**src/rtl/dac_pkg.sv**
```systemverilog
// Shared types and widths for the DAC sample path.
package dac_pkg;

  typedef enum logic [1:0] {
    IDLE,
    PRIME,
    RUN,
    STARVE
  } drain_state_t;

  localparam int MISS_CNT_W  = 8;
  localparam int UFLOW_CNT_W = 16;

endpackage

```
**src/rtl/rate_tick_gen.sv**
```systemverilog
// Loadable down-counter that paces sample pops: tick when the count hits zero,
// then reload the current rate_div so period changes land only at a reload.
module rate_tick_gen #(
  parameter int DIV_WIDTH = 16
) (
  input  logic                 clk,
  input  logic                 rst_n,
  input  logic                 load,
  input  logic                 run,
  input  logic [DIV_WIDTH-1:0] rate_div,
  output logic                 tick
);

  logic [DIV_WIDTH-1:0] count;

  assign tick = run && (count == '0);

  always_ff @(posedge clk or negedge rst_n) begin
    if (!rst_n) begin
      count <= '0;
    end else if (load) begin
      count <= rate_div;
    end else if (run) begin
      count <= tick ? rate_div : count - 1'b1;
    end
  end

endmodule

```
**src/rtl/fifo_sample_drain.sv**
```systemverilog
// Rate-paced FIFO reader feeding the DAC path; holds then mutes on underrun.
// Optional uflow_cnt output is built when FIFO_SAMPLE_DRAIN_UFLOW_CNT_EN is defined.
module fifo_sample_drain
  import dac_pkg::*;
#(
  parameter int DWIDTH     = 32,
  parameter int DIV_WIDTH  = 16,
  parameter int MUTE_AFTER = 4
) (
  input  logic                   clk,
  input  logic                   rst_n,
  input  logic                   enable,
  input  logic [DIV_WIDTH-1:0]   rate_div,
  input  logic [DWIDTH-1:0]      fifo_rdata,
  input  logic                   fifo_empty,
  output logic                   fifo_read_en,
  output logic [DWIDTH-1:0]      sample_out,
  output logic                   sample_vld,
  output logic                   underrun,
  input  logic                   underrun_clr,
  output logic                   muted
`ifdef FIFO_SAMPLE_DRAIN_UFLOW_CNT_EN
  ,output logic [UFLOW_CNT_W-1:0] uflow_cnt
`endif
);

  localparam logic [MISS_CNT_W-1:0] MUTE_LVL = MISS_CNT_W'(MUTE_AFTER);

  drain_state_t          state;
  logic [MISS_CNT_W-1:0] miss_cnt;
  logic [MISS_CNT_W-1:0] miss_base;
  logic [MISS_CNT_W-1:0] miss_inc;
  logic                  tick;
  logic                  load;
  logic                  run_cnt;
  logic                  hit;
  logic                  miss;
  logic                  mute_now;

  assign load    = enable && (state == PRIME) && !fifo_empty;
  assign run_cnt = enable && ((state == RUN) || (state == STARVE));

  rate_tick_gen #(.DIV_WIDTH(DIV_WIDTH)) u_tick (
    .clk      (clk),
    .rst_n    (rst_n),
    .load     (load),
    .run      (run_cnt),
    .rate_div (rate_div),
    .tick     (tick)
  );

  assign hit          = (state == RUN) && tick && !fifo_empty && enable;
  assign fifo_read_en = hit;
  assign miss         = tick && fifo_empty;

  // A clear in the same cycle as a miss restarts the run at one.
  assign miss_base = underrun_clr ? '0 : miss_cnt;
  assign miss_inc  = (&miss_base) ? miss_base : miss_base + 1'b1;
  assign mute_now  = (state == RUN) && miss && (miss_inc >= MUTE_LVL);

  always_ff @(posedge clk or negedge rst_n) begin
    if (!rst_n) begin
      state      <= IDLE;
      sample_out <= '0;
      sample_vld <= 1'b0;
      underrun   <= 1'b0;
      muted      <= 1'b0;
      miss_cnt   <= '0;
    end else begin
      sample_vld <= tick;
      if (underrun_clr) begin
        underrun <= 1'b0;
        miss_cnt <= '0;
      end
      if (miss) begin
        underrun <= 1'b1;
        miss_cnt <= miss_inc;
      end
      if (!enable) begin
        state <= IDLE;
        muted <= 1'b0;
      end else begin
        case (state)
          IDLE:  state <= PRIME;
          PRIME: if (!fifo_empty) state <= RUN;
          RUN: begin
            if (hit) begin
              sample_out <= fifo_rdata;
              miss_cnt   <= '0;
            end else if (mute_now) begin
              state      <= STARVE;
              muted      <= 1'b1;
              sample_out <= '0;
            end
          end
          STARVE: begin
            // Any data arriving restarts cadence from PRIME rather than mid-period.
            if (!fifo_empty) begin
              state    <= PRIME;
              muted    <= 1'b0;
              miss_cnt <= '0;
            end
          end
          default: state <= IDLE;
        endcase
      end
    end
  end

`ifdef FIFO_SAMPLE_DRAIN_UFLOW_CNT_EN
  always_ff @(posedge clk or negedge rst_n) begin
    if (!rst_n) begin
      uflow_cnt <= '0;
    end else if (miss) begin
      uflow_cnt <= underrun_clr ? UFLOW_CNT_W'(1)
                 : ((&uflow_cnt) ? uflow_cnt : uflow_cnt + 1'b1);
    end else if (underrun_clr) begin
      uflow_cnt <= '0;
    end
  end
`endif

endmodule

```
**config.mk**
```make
export PLATFORM = sky130hd
export DESIGN_NAME = fifo_sample_drain
export DESIGN_NICKNAME = d
export VERILOG_FILES = /design/src/rtl/dac_pkg.sv /design/src/rtl/rate_tick_gen.sv /design/src/rtl/fifo_sample_drain.sv
export SDC_FILE = /design/constraint.sdc
export NUM_CORES = 1
export LEC_CHECK = 0
export CELL_PAD_IN_SITES_DETAIL_PLACEMENT = 1
export CELL_PAD_IN_SITES_GLOBAL_PLACEMENT = 2
export CORE_AREA = 2 2 98 119
export CTS_BUF_LIST = sky130_fd_sc_hd__clkbuf_8
export CTS_CLUSTER_DIAMETER = 120
export DETAILED_ROUTE_END_ITERATION = 8
export DIE_AREA = 0 0 100 121
export PLACE_DENSITY_LB_ADDON = 0.15
export RECOVER_POWER = 100
export REMOVE_ABC_BUFFERS = 1
export SYNTH_ARGS = -nofsm -noshare
export SYNTH_HDL_FRONTEND = slang
export SYNTH_SLANG_ARGS = --single-unit
```
**constraint.sdc**
```tcl
create_clock -name clk -period 3.1 [get_ports clk]
set_input_delay 0.93 -clock clk [delete_from_list [all_inputs] [get_ports clk]]
set_output_delay 0.93 -clock clk [all_outputs]
set_load 0.02 [all_outputs]
```
==> impl_metrics.toml, run 1 <==
[synthesis]
syn_area_mm2 = 0.00313
syn_inst = 355
synth_top_cell_by_area = "dfrtp_1"
ys_seq_area_share_pct = 48.8
async_flop_share_pct = 100
synth_edf_count = 0
synth_area_leaders = "dfrtp_1, nand2_1, mux2i_1, nor2_1, ha_1"
synth_cell_type_count = 52
synth_seq_cells = 61
synth_ff_type = "dfrtp_1"
yosys_warnings = 0
synthDominantCellAreaShare_pct = 48.8
avgSynthCellArea_um2 = 8.81

[pwr]
pwr-share-clk_pct = 27.4
power.net_switching_mw = 0.772
p_sw_share_pct = 32.2
p_comb_share_pct = 31.4
p_int_mw = 1.62
seqPwrFrac_pct = 41.2
p_total_mw = 2.39
power_density_mw_per_mm2 = 524
power_leakage_nw = 2.22
vdd_drop_max_mv = 0.210

[global_route]
groute.usage.overall_pct = 16.6
grt_pass1_wl_um = 15800
grt.overflow.total = 0
antenna_found_initial = 0
grt_pass1_vias = 3191
grt_start_max_net_pins = 33

[timing]
fin_skew_ns = 0.00482
finalHoldViolations = 0
tightest_slew_ns = 1.90
holdWs_ns = 0.459
fin_crit_ns = 2.98
maxSlewViolCount = 31
max-slew-margin-rel_pct = -26.7
period_share_pct = 96.1
clock.fmax_mhz = 336
rsz0062_at_grt = "false"
setup_violations = 0

[floorplan]
design.core.area_mm2 = 0.0109
start_util_pct = 28.6
row_count = 42
die_x_um = 100
dieHeight_um = 121
num_io_pins = 89
die_area_mm2 = 0.0121

[place]
port_buffers = 88
hpwlAfterDp_um = 6770
gp_congestion = 0.730
place_area_mm2 = 0.00443

[drt]
via_per_inst = 4.92
ant_nets = 0
wire_per_inst_um = 15.5
vias = 2990
first_pass_iters = 4
drc = 0
detail_route.wirelength_um = 9410
drt_iter0_markers = 110

[worst_hold_path]
min_path_type = "reg -> reg"
hold_depth = 2
worst_hold_path.endpoint = "sample_out[22]$_DFFE_PN0P_"
worstHoldStart = "sample_out[22]$_DFFE_PN0P_"

[cts]
cts_tree = "yes"
clock_path_buffers = 2
cts_sinks = 61
clk_latency_ns = 0.34
htree_levels = 3
cts_root_buf = "clkbuf_8"
cts.hold.buffers_added = 0
clkTransAtPathRegs_ns = 0.07
cts_buffers = 9

[outcome]
violations = "capacitance limit, slew limit"
status = "finished with violations"

[finish]
drive_gt1_share_pct = 12.2
fillers = 1270
antenna_cells = 0
area_delta_synth_final_pct = 46.1
fin_area_mm2 = 0.00457
fin_nets = 530

[worst_setup_path]
r2r_setup_slack_ns = 0.27
end_kind = "primary output"
crit_arrival_ns = 2.05
r2r_cells = 8
timing.rr.start = "u_tick.count[1]$_DFFE_PN0P_"
crit_fanout = 3
critPathLaunchType = "flop"
crit_required_ns = 2.17
criticalPathCategory = "reg -> out"
worstReg2RegEnd = "u_tick.count[7]$_DFFE_PN0P_"

[flow_run]
drv_cap = 1
-- worst max-delay path: stages (launching register included) --
cell and delay [ns]:
dfrtp_1 0.38, or3_4 0.41, nor4_1 0.33, buf_4 0.20, nand4_1 0.12, nor2_1 0.13, buf_4 0.15
-- synthesized netlist by cell type, drive strengths merged (4+ instances only) --
| master | instances |
|---|---|
| buf | 7 |
| or3 | 5 |
| ha | 5 |
| nand3 | 7 |
| inv | 12 |
| nor3 | 10 |
| nand4 | 4 |
| nand2 | 115 |
| nor2 | 17 |
| and3 | 5 |
| dfrtp | 61 |
| o31ai | 5 |
| mux2i | 7 |
| clkbuf | 10 |
| nor4 | 10 |
| a21oi | 10 |
| o21ai | 8 |
| or4 | 8 |
-- worst max path at each step --
stage                                 startpoint               endpoint  slack (ns)
floorplan            u_tick.count[0]$_DFFE_PN0P_  miss_cnt[3]$_DFF_PN0_       -0.39
global placement                          enable           fifo_read_en       -0.43
detailed placement                        enable           fifo_read_en       -0.45
CTS                                       enable           fifo_read_en        0.03
global route        u_tick.count[12]$_DFFE_PN0P_           fifo_read_en        0.03
finish              u_tick.count[12]$_DFFE_PN0P_           fifo_read_en        0.12
-- layer usage --
layer | wire length (um) | vias up | track usage [%]
li1 | - | 1470 | -
met1 | 4210 | 1442 | 21.1
met2 | 4320 | 71 | 25.8
met3 | 759 | 7 | 6.57
met4 | 116 | 0 | 5.39
met5 | 0 | - | 0
-- layout make-up --
| type | count | area (um2) | area share [%] |
|---|---|---|---|
| multi-input cells | 265 | 1470 | 32.1 |
| clock buffers | 12 | 165 | 3.61 |
| repair buffers | 123 | 1190 | 26.0 |
| inverters | 12 | 45.0 | 0.985 |
| flip-flops and latches | 61 | 1530 | 33.4 |
| well taps | 132 | 165 | 3.61 |
| clock inverters | 3 | 12.5 | 0.274 |
-- cell families (layout without fill, tap and decap cells) --
kind of cell	Yosys count	count (layout)	synth area share, %
simple gates	198	198	29.8
compound gates	52	52	12.2
mux	7	7	2.24
flops	61	61	48.8
xor+xnor	3	3	0.840
buf+inv	29	150	4.16
fa+ha+maj	5	5	2.00
-- layout by cell type (no fill, tap or decap), drive strengths merged, types with 2 or more instances in the layout --
master / n
nand2: 115
o21ai: 8
dfrtp: 61
nor3: 10
or4: 8
a22oi: 2
or3: 5
o31a: 2
or3b: 2
a211o: 2
and3: 5
o311ai: 3
xnor2: 3
a21o: 2
o21a: 2
clkbuf: 16
o31ai: 5
nor2: 17
clkdlybuf4s50: 50
nor2b: 2
a221o: 2
a2bb2oi: 3
dlygate4sd3: 35
and2: 2
nand4: 4
nor4: 10
a21oi: 10
nand3: 7
mux2i: 7
or2: 3
buf: 33
nand3b: 2
inv: 14
nand2b: 3
ha: 5
-- power groups by stage --
stage / logic [mW] / registers [mW] / clock network [mW]
2_1_floorplan: 0.349 / 1.02 / 0
3_3_place_gp: 0.763 / 0.997 / 0
3_5_place_dp: 0.775 / 1.00 / 0
4_1_cts: 0.784 / 0.986 / 0.684
5_1_grt: 0.846 / 1.00 / 0.710
6_report: 0.753 / 0.987 / 0.655
-- state kept, by name (all words and copies together), names as in the netlist --
signal	count
miss_cnt	8
u_tick.count	16
sample_out	32
state	2
underrun	1
sample_vld	1
muted	1
-- metrics by stage --
step                utilization (%)  TNS [ns]  instances  setup WS, ns
finish                         41.8         0        608         0.122
global route                   41.8         0        608        0.0319
CTS                            42.1         0        607        0.0304
detailed placement             40.5     -1.29        592        -0.453
global placement               40.5    -0.698        592        -0.427
floorplan                         -     -6.89        338        -0.390
-- repair_timing --
action,CTS,global route
endpoints found under the hold margin,0,0
setup endpoints to repair,1,1
pin swaps,0,3
gates resized for setup,5,2
setup buffers,0,1
Power figures use the tool's default switching activity.
==> run 2, diff against run 1 <==
CORE_AREA = 2 2 104 126   (was 2 2 98 119)
DIE_AREA = 0 0 106 128   (was 0 0 100 121)
clock period = 2.7 ns   (was 3.1 ns; I/O delays follow)
==> impl_metrics.toml, run 2 (same netlist as run 1, synthesis figures left out) <==
[outcome]
status = "finished with violations"
violations = "setup timing"

[finish]
fin_cells = 672
final_common_cell = "nand2_1"
final_cell_mix = "nand2_1, clkdlybuf4s50_1, dfrtp_1"
fillers = 1483
top_regs = "sample_out: 32 flops, u_tick.count: 16 flops, miss_cnt: 8 flops"
fin_nets = 561
top_register = "sample_out"
fin_area_mm2 = 0.00495
antenna_cells = 0
largest_reg_flops = 32
area_delta_synth_final_pct = 58.1
drive_gt1_share_pct = 20.1

[worst_hold_path]
worstHoldStart = "sample_out[27]$_DFFE_PN0P_"
hold_depth = 2
worst_hold_path.endpoint = "sample_out[27]$_DFFE_PN0P_"
min_path_type = "reg -> reg"

[cts]
clk_latency_ns = 0.34
cts_tree = "yes"
cts_root_buf = "clkbuf_8"
clkTransAtPathRegs_ns = 0.07
htree_levels = 3
clock_path_buffers = 2
cts_buffers = 9
cts_sinks = 61
cts.hold.buffers_added = 0

[pwr]
seqPwrFrac_pct = 37.6
p_comb_share_pct = 34.7
power_leakage_nw = 2.28
p_sw_share_pct = 33.0
p_total_mw = 3.01
vdd_drop_max_mv = 0.278
power.net_switching_mw = 0.994
power_density_mw_per_mm2 = 608
pwr-share-clk_pct = 27.7
p_int_mw = 2.02

[drt]
drc = 0
detail_route.wirelength_um = 10100
drt_iter0_markers = 75
ant_nets = 0
vias = 3119
first_pass_iters = 4
via_per_inst = 4.64
wire_per_inst_um = 15.0

[floorplan]
design.core.area_mm2 = 0.0124
row_count = 45
start_util_pct = 25.1
die_area_mm2 = 0.0136
die_x_um = 106
dieHeight_um = 128
num_io_pins = 89

[global_route]
antenna_found_initial = 0
grt_start_max_net_pins = 33
groute.usage.overall_pct = 15.9
grt_pass1_vias = 3443
grt.overflow.total = 0
grt_pass1_wl_um = 17200

[timing]
period_share_pct = 101
rsz0062_at_grt = "true"
fin_skew_ns = 0.0102
finalHoldViolations = 0
tightest_slew_ns = 1.21
setup_slack_ns = -0.0143
holdWs_ns = 0.471
clock.fmax_mhz = 368
setup_violations = 1
max-slew-margin-rel_pct = 19.2
maxSlewViolCount = 0
fin_crit_ns = 2.71

[worst_setup_path]
r2r_cells = 8
timing.rr.start = "u_tick.count[0]$_DFFE_PN0P_"
criticalPathCategory = "reg -> out"
slowest_stage = "or4_4"
critPathLaunchType = "flop"
worstReg2RegEnd = "u_tick.count[14]$_DFFE_PN0P_"
crit_arrival_ns = 1.90
cpLargestDelayFamily = "simple AND/OR/NAND/NOR gates"
end_kind = "primary output"
r2r_setup_slack_ns = 0.11
crit_required_ns = 1.89
crit_path_start = "u_tick.count[9]$_DFFE_PN0P_"
path_cells = "or4_4 -> nor2_4 -> buf_6 -> nand4_1 -> nor2_1 -> buf_4"
critPathBufInv = 2
crit_fanout = 5
critPathMaxStageDelay_ns = 0.57

[place]
place_inst = 643
port_buffers = 88
hpwlAfterDp_um = 7410
place_area_mm2 = 0.00462
gp_congestion = 0.740

[flow_run]
drv_cap = 0
==> run 2: cell type report <==
cell class | instances | area (um2) | area share, %
repair buffers | 154 | 1440 | 29.0
multi-input cells | 265 | 1540 | 31.0
clock buffers | 9 | 124 | 2.50
flip-flops and latches | 61 | 1530 | 30.8
well taps | 164 | 205 | 4.15
clock inverters | 7 | 76.3 | 1.54
inverters | 12 | 45.0 | 0.910
==> run 2: metal layers <==
| metal | global-route usage, % | routed length [um] | vias to the layer above |
|---|---|---|---|
| li1 | - | - | 1527 |
| met1 | 18.8 | 4490 | 1516 |
| met2 | 27.4 | 4820 | 69 |
| met3 | 5.95 | 691 | 7 |
| met4 | 4.18 | 82 | 0 |
| met5 | 0 | 0 | - |
==> run 2: metrics by stage <==
step	util, %	setup TNS, ns	setup slack [ns]
global route	39.8	-0.184	-0.158
detailed placement	37.2	-17.40	-0.656
floorplan	-	-22.50	-0.790
CTS	39.8	-0.0331	-0.0331
finish	39.8	-0.0143	-0.0143
global placement	37.2	-16.25	-0.592
==> run 2: worst max-delay path by stage <==
| stage | end | cells after the start | slack, ns |
|---|---|---|---|
| detailed placement | fifo_read_en | 6 | -0.66 |
| CTS | fifo_read_en | 6 | -0.03 |
| global route | fifo_read_en | 6 | -0.16 |
| floorplan | miss_cnt[3]$_DFF_PN0_ | 7 | -0.79 |
| finish | fifo_read_en | 6 | -0.01 |
| global placement | fifo_read_en | 6 | -0.59 |
==> run 2: repair_timing <==
item / in CTS / in global routing
setup buffers: 12 / 3
gates resized for setup: 14 / 3
pin swaps: 4 / 4
hold endpoints to repair: 0 / 0
setup endpoints to repair: 2 / 6
==> run 2: power by group through the flow <==
stage	clock, mW	sequential, mW	combinational, mW
after detailed placement	0	1.14	1.01
after global placement	0	1.13	0.993
final	0.832	1.13	1.05
after global routing	0.906	1.15	1.15
after CTS	0.878	1.13	1.04
after floorplan	0	1.17	0.400
==> run 2: worst min-delay path, delay by kind of cell, from the launching register on <==
family	cells	cell delay, ns
flops	1	0.35
simple gates	2	0.10
